--- config.mk ---
export PLATFORM = sky130hd
export DESIGN_NAME = quad_enc_array
export DESIGN_NICKNAME = d
export VERILOG_FILES = /design/src/rtl/quad_enc_array.sv
export SDC_FILE = /design/constraint.sdc
export NUM_CORES = 1
export LEC_CHECK = 0
export BUFFER_PORTS_ARGS = -buffer_cell sky130_fd_sc_hd__buf_2
export CORE_ASPECT_RATIO = 1.4
export CORE_UTILIZATION = 64
export CTS_CLUSTER_DIAMETER = 100
export DETAILED_ROUTE_END_ITERATION = 8
export GPL_TIMING_DRIVEN = 0
export PLACE_DENSITY = 0.95
export SYNTH_ARGS = -nofsm -noshare
export SYNTH_HDL_FRONTEND = slang
export SYNTH_SLANG_ARGS = --single-unit
--- constraint.sdc ---
create_clock -name clk -period 11.8 [get_ports clk]
set_clock_uncertainty 0.1 [all_clocks]
set_input_delay 1.77 -clock clk [delete_from_list [all_inputs] [get_ports clk]]
set_output_delay 1.77 -clock clk [all_outputs]
set_load 0.05 [all_outputs]
--- src/rtl/quad_enc_array.sv ---
// Multi-channel quadrature encoder front end: synchronise and debounce A/B/switch pins,
// track a bounded position per channel and expose a strobed read port with change flags.
module quad_enc_array #(
    parameter int unsigned NUM_CH   = 3,
    parameter int unsigned CNT_W    = 8,
    parameter int unsigned MAX_VAL  = 159,
    parameter int unsigned WRAP     = 1,
    parameter int unsigned FILT_LEN = 16,
    localparam int unsigned SEL_W   = (NUM_CH > 1) ? $clog2(NUM_CH) : 1
) (
    input  logic                      clk,
    input  logic                      rst,
    input  logic [NUM_CH-1:0]         enc_a,
    input  logic [NUM_CH-1:0]         enc_b,
    input  logic [NUM_CH-1:0]         enc_sw,
    input  logic [NUM_CH-1:0]         clr,
    output logic [NUM_CH*CNT_W-1:0]   pos,
    output logic [NUM_CH-1:0]         step,
    output logic [NUM_CH-1:0]         dir,
    output logic [NUM_CH-1:0]         sw_press,
    input  logic                      rd_en,
    input  logic [SEL_W-1:0]          rd_sel,
    output logic [CNT_W-1:0]          rd_data,
    output logic                      rd_valid,
    output logic                      rd_changed
);

    localparam int NIN = 3 * NUM_CH;
    localparam logic [7:0] FILT_LAST = 8'(FILT_LEN - 1);
    localparam logic [CNT_W-1:0] MAX_POS = CNT_W'(MAX_VAL);

    // All pins share one synchroniser/filter bank: A in the low third, then B, then switch.
    logic [NIN-1:0] rawIn, syncQ1, syncQ2, filtQ, filtD;
    logic [7:0]     cntQ [NIN];
    logic [7:0]     cntD [NIN];

    assign rawIn = {enc_sw, enc_b, enc_a};

    always_ff @(posedge clk or posedge rst) begin
        if (rst) begin
            syncQ1 <= '0;
            syncQ2 <= '0;
            filtQ  <= '0;
            for (int i = 0; i < NIN; i++) cntQ[i] <= '0;
        end else begin
            syncQ1 <= rawIn;
            syncQ2 <= syncQ1;
            filtQ  <= filtD;
            cntQ   <= cntD;
        end
    end

    always_comb begin
        filtD = filtQ;
        for (int i = 0; i < NIN; i++) begin
            cntD[i] = '0;
            if (syncQ2[i] != filtQ[i]) begin
                if (cntQ[i] == FILT_LAST) filtD[i] = syncQ2[i];
                else                      cntD[i] = cntQ[i] + 8'd1;
            end
        end
    end

    logic [NUM_CH-1:0] filtA, filtB, filtSw, aPrevQ, swPrevQ, aRise;

    assign filtA  = filtQ[NUM_CH-1:0];
    assign filtB  = filtQ[2*NUM_CH-1:NUM_CH];
    assign filtSw = filtQ[NIN-1:2*NUM_CH];
    assign aRise  = filtA & ~aPrevQ;

    logic [CNT_W-1:0]  posQ [NUM_CH];
    logic [CNT_W-1:0]  posD [NUM_CH];
    logic [NUM_CH-1:0] stepQ, stepD, dirQ, dirD, chgQ, chgD, swPressQ;
    logic [CNT_W-1:0]  rdDataQ, rdPos;
    logic              rdValidQ, rdChgQ, rdChg;

    always_comb begin
        for (int i = 0; i < NUM_CH; i++) begin
            posD[i]  = posQ[i];
            stepD[i] = 1'b0;
            dirD[i]  = dirQ[i];
            chgD[i]  = chgQ[i];
            if (rd_en && rd_sel == SEL_W'(i)) chgD[i] = 1'b0;
            // Clear beats a coincident step; a pos change beats a coincident read-clear.
            if (clr[i]) begin
                posD[i] = '0;
                chgD[i] = 1'b1;
            end else if (aRise[i]) begin
                if (!filtB[i]) begin
                    if (posQ[i] != MAX_POS) posD[i] = posQ[i] + CNT_W'(1);
                    else if (WRAP != 0)     posD[i] = '0;
                    stepD[i] = (posQ[i] != MAX_POS) || (WRAP != 0);
                    if (stepD[i]) dirD[i] = 1'b1;
                end else begin
                    if (posQ[i] != '0)  posD[i] = posQ[i] - CNT_W'(1);
                    else if (WRAP != 0) posD[i] = MAX_POS;
                    stepD[i] = (posQ[i] != '0) || (WRAP != 0);
                    if (stepD[i]) dirD[i] = 1'b0;
                end
                if (stepD[i]) chgD[i] = 1'b1;
            end
        end
    end

    // Out-of-range selects fall through to zero.
    always_comb begin
        rdPos = '0;
        rdChg = 1'b0;
        for (int i = 0; i < NUM_CH; i++) begin
            if (rd_sel == SEL_W'(i)) begin
                rdPos = posQ[i];
                rdChg = chgQ[i];
            end
        end
    end

    always_ff @(posedge clk or posedge rst) begin
        if (rst) begin
            for (int i = 0; i < NUM_CH; i++) posQ[i] <= '0;
            stepQ    <= '0;
            dirQ     <= '0;
            chgQ     <= '0;
            aPrevQ   <= '0;
            swPrevQ  <= '0;
            swPressQ <= '0;
            rdDataQ  <= '0;
            rdValidQ <= 1'b0;
            rdChgQ   <= 1'b0;
        end else begin
            posQ     <= posD;
            stepQ    <= stepD;
            dirQ     <= dirD;
            chgQ     <= chgD;
            aPrevQ   <= filtA;
            swPrevQ  <= filtSw;
            swPressQ <= filtSw & ~swPrevQ;
            rdValidQ <= rd_en;
            if (rd_en) begin
                rdDataQ <= rdPos;
                rdChgQ  <= rdChg;
            end
        end
    end

    for (genvar g = 0; g < NUM_CH; g++) begin : gPos
        assign pos[g*CNT_W +: CNT_W] = posQ[g];
    end

    assign step       = stepQ;
    assign dir        = dirQ;
    assign sw_press   = swPressQ;
    assign rd_data    = rdDataQ;
    assign rd_valid   = rdValidQ;
    assign rd_changed = rdChgQ;

endmodule

==> results.md <==
- The relative area change from synthesis to final layout is 15.83%.
- The required time reported for the critical path endpoint is 9930 ps.
- Yosys mapped a number of flops with a built-in enable equal to 0.
- The total power of the final layout is 1.164 mW.
- The buffer depth of the longest clock path is 2.
- The met3 wire length is 987 µm.
- Setup violations remaining at the end of the flow were counted as 0.
- Setup repair after global routing left no endpoint under its margin.
- The number of standard-cell rows in the floorplan is 45.
- The clock share of power is 0.486.
- The hold violation total from the final report came to 0.
- Of the total power, registers draw 0.467.
- The worst reg-to-reg path cell count is 7.
- The worst hold path belongs to the class flop to flop.
- After detailed routing, the met2 layer carries 8583 µm of wire.
- The most instantiated flip-flop cell in the synthesis netlist is sky130_fd_sc_hd__dfrtp_1.
- The internal power of the cells totals 895.8 µW.
- The half-perimeter wire length after detailed placement is 10740 µm.
- Of all nets on the critical path, the largest fanout is 10.
- STA puts the critical path data arrival time at 1350 ps.
- The detailed-route DRC error count is 0.
- The starting utilization of the core area is 0.6566.
- The total track usage is 0.2951.
- 60 I/O pins were placed.
- Max-cap violations in this run came to 0.
- Of the total power, the share spent switching nets is 0.2301.
- The routed length on met1 is 6000 µm.
- Along the worst hold path, the cell count comes to 0.
- After routing, the total negative slack on setup checks comes to 0 ps.
- The wire length of the first global-routing pass is 26840 µm.
- The startpoint identified for the worst register-to-register timing path is pos[8]$_DFFE_PP0P_.
- The number of antenna violations at the first check in global routing is 1.
- CTS placed an instance of sky130_fd_sc_hd__clkbuf_16 at the clock tree root.
- The number of global-route vias before repair is 5768.
- Of the cells placed in the final design, the portion with a size suffix greater than 1 is 0.1491.
- The total overflow reported by the global router is 0.
- The leading cell type in the layout, fill and taps excluded is sky130_fd_sc_hd__dfrtp_1.
- Hold timing on the final database bottoms out at a slack of 246.9 ps.
- The worst hold path startpoint is syncQ1[5]$_DFF_PP0_.
- For this design the total switching power over the nets is 267.7 µW.
- For this design, the slowest cell found on the critical path is sky130_fd_sc_hd__dfrtp_1.
- The flow ran to the end, and the final reports show no timing, DRC or antenna violations.
- The number of H-tree branching levels is 4.
- TritonCTS built the clock tree.
- On the critical path the largest part of the delay comes from flip-flops.
- The floorplan step defined a die boundary enclosing 0.01158 mm².
- The number of nets in the synthesized netlist is 738.
- Traced cell by cell, the critical path runs through buf_2.
- After clock tree synthesis, the clock-pin slew on the worst setup and hold paths is 60 ps.
- After detailed routing, no signal wire sits above met4.
- Counting flops with an async set or reset pin after synthesis yields a share of 1.000.
- The cell area after technology mapping is 0.007136 mm².
- The net count reported at finish is 817.
- The die is 91.24 µm wide.
- The number of filler cells placed in the layout is 670.
- The setup check on the worst reg-to-reg path leaves a slack of 9350 ps.
- Hold repair after CTS inserted 0 buffers.
- The worst setup path is launched from a flop.
- The largest vdd supply drop is 0.1308 mV.
- The floorplan step set the die height to 126.9 µm.
- The top cell types in the final layout, fill and taps aside, are sky130_fd_sc_hd__dfrtp_1 (151), sky130_fd_sc_hd__nor2_1 (110), sky130_fd_sc_hd__buf_2 (61).
- For the pin with the worst max-slew slack, the measured transition is 615.5 ps.
- The total number of yosys warnings is 0.
- The sequential-to-total area share from yosys stat is 0.5295.
- The final wirelength is 16130 µm.
- The max-slew violation count is 0.
- The endpoint of the lowest-slack register-to-register path is pos[9]$_DFFE_PP0P_.
- The number of sinks handled by clock tree synthesis is 151.
- The number of clock buffers added by TritonCTS is 17.
- The routability congestion estimate from global placement is 0.9302.
- Synthesis produced 706 cells.
- The setup path with the least slack is of type flop to primary output.
- After detailed routing, the number of vias per cell comes to 6.045.
- The mean cell area of the mapped netlist is 10.11 µm².
- Of the available clock period, the critical path in the final layout requires 0.2728.
- Entering global routing, the biggest net connects 91 pins.
- The combinational fraction of design power is 0.047.
- The number of buffer cells added on primary ports is 59.
- The final route contains 5682 vias.
- The violation count after the first detailed-routing iteration is 495.
- After detailed routing, the average wire length per cell comes to 17.16 µm.
- The total leakage power is 3.916 nW.
- On the worst path, the slowest cell contributes a delay of 570 ps.
- The post-cts resize count is 0.
- The remaining antenna violation count is 0.
- The highest attainable clock frequency is 310.6 MHz.
- The shortest clock period the worst path allows after layout is 3219 ps.
- The first TritonRoute pass finished after 6 iterations.
- The buffering stage count on the worst path with inverters included is 1.
- After floorplanning, the core was sized to cover 0.01087 mm².
- In this run, synthesis produced a sequential element count of 151.
- Buffers added to address setup during post-CTS repair amount to 0.
- For this design the ratio of total power to cell area is 140.8 mW/mm².
- The worst-case headroom to the max-slew limit is 0.5865.
- The clock reaches the later pin of the worst-skew pair after 420 ps.
- The number of library cell types mapped by synthesis is 53.
- The end of the worst hold path is syncQ2[5]$_DFF_PP0_.
- The worst setup path is captured at a primary output.
==> kinds of logic (layout without fill, tap and decap cells) <==
kind of cell | after synthesis | count (layout) | synth area share
xor gates and xnor gates | 84 | 84 | 0.1031
DFF | 151 | 151 | 0.5295
muxes | 24 | 24 | 0.03524
AOI/OAI and AO/OA | 94 | 94 | 0.08224
other | 0 | 1 | 0
and+or+nand+nor | 297 | 297 | 0.1995
adders and majority gates | 15 | 15 | 0.02630
buffers and inverters | 41 | 133 | 0.02402
==> area by class of cell <==
type                    count  area (µm²)  area share
clock inverters            12       166.4     0.02013
diodes                      1       2.502   0.0003028
flip-flops and latches    151        3779      0.4572
clock buffers              20       456.7     0.05525
multi-input cells         514        3186      0.3854
inverters                  19       76.32    0.009234
plain buffers              22       100.1     0.01211
well taps                 141       176.4     0.02134
repair buffers             60       322.8     0.03906
==> worst max-delay path by stage <==
stage,start,end,slack [ps],cells after the start
after floorplan,rst,aPrevQ[0]$_DFF_PP0_,5870,1
after global placement,rst,cntQ[36]$_DFF_PP0_,4590,2
after detailed placement,rd_sel[1],rd_data[0]$_DFFE_PP0P_,8620,6
after CTS,pos[0]$_DFFE_PP0P_,pos[0],8600,1
after global routing,pos[0]$_DFFE_PP0P_,pos[0],8560,1
final,pos[0]$_DFFE_PP0P_,pos[0],8580,1
==> layer usage <==
metal / track usage / up-vias
li1: - / 2567
met1: 0.3350 / 2766
met2: 0.5241 / 279
met3: 0.07494 / 70
met4: 0.1298 / 0
met5: 0 / -
==> power groups by stage <==
stage          clock network (mW)  logic, mW  registers (mW)
6_report                    0.566     0.0545           0.543
5_1_grt                     0.595     0.0612           0.544
4_1_cts                     0.572     0.0552           0.543
3_5_place_dp                    0     0.0546           0.552
3_3_place_gp                    0     0.0505           0.551
2_1_floorplan                   0     0.0290           0.559
==> Yosys cell counts (2+ instances only) <==
cell	count	area (µm²)
sky130_fd_sc_hd__nor2_1	110	412.9
sky130_fd_sc_hd__a211oi_1	3	22.52
sky130_fd_sc_hd__mux2_2	9	101.4
sky130_fd_sc_hd__buf_2	2	10.01
sky130_fd_sc_hd__o21bai_1	2	15.01
sky130_fd_sc_hd__nand4_1	9	56.30
sky130_fd_sc_hd__and3_1	21	131.4
sky130_fd_sc_hd__a311oi_1	2	17.52
sky130_fd_sc_hd__or3_1	9	56.30
sky130_fd_sc_hd__inv_1	19	71.32
sky130_fd_sc_hd__o211ai_1	2	15.01
sky130_fd_sc_hd__a31oi_1	2	12.51
sky130_fd_sc_hd__o311ai_0	2	17.52
sky130_fd_sc_hd__dfrtp_1	151	3779
sky130_fd_sc_hd__nor2b_1	8	50.05
sky130_fd_sc_hd__nand4b_1	2	17.52
sky130_fd_sc_hd__nor4_1	9	56.30
sky130_fd_sc_hd__a32o_1	3	30.03
sky130_fd_sc_hd__nand2b_1	5	31.28
sky130_fd_sc_hd__clkbuf_1	14	52.55
sky130_fd_sc_hd__o21a_1	2	15.01
sky130_fd_sc_hd__a21oi_1	37	185.2
sky130_fd_sc_hd__nor3_1	8	40.04
sky130_fd_sc_hd__nand3_1	40	200.2
sky130_fd_sc_hd__nand2_1	53	198.9
sky130_fd_sc_hd__o21ai_0	21	105.1
sky130_fd_sc_hd__nand3b_1	2	15.01
sky130_fd_sc_hd__and2_1	10	62.56
sky130_fd_sc_hd__xor2_1	44	385.4
sky130_fd_sc_hd__a32oi_1	2	17.52
sky130_fd_sc_hd__xnor2_1	40	350.3
sky130_fd_sc_hd__a31o_2	2	17.52
sky130_fd_sc_hd__mux2i_1	15	150.1
sky130_fd_sc_hd__buf_6	2	22.52
sky130_fd_sc_hd__a21o_1	3	22.52
sky130_fd_sc_hd__or2_2	7	43.79
sky130_fd_sc_hd__ha_1	15	187.7
sky130_fd_sc_hd__buf_1	4	15.01
==> sequential cells by signal, indices dropped and copies added, names as in the netlist, 8 cells and up <==
| register | count |
|---|---|
| syncQ1 | 9 |
| pos | 24 |
| cntQ | 72 |
| rd_data | 8 |
| syncQ2 | 9 |
| filtQ | 9 |
==> stage by stage <==
stage	worst slack [ps]	instance area (µm²)	util	cells
finish	8581	8265	0.7606	940
global route	8559	8263	0.7604	939
CTS	8599	8263	0.7604	939
detailed placement	8616	7640	0.7031	907
global placement	4587	7607	0.7001	906
floorplan	5865	7136	-	706
Note: power is estimated with default switching activity, not from simulation.
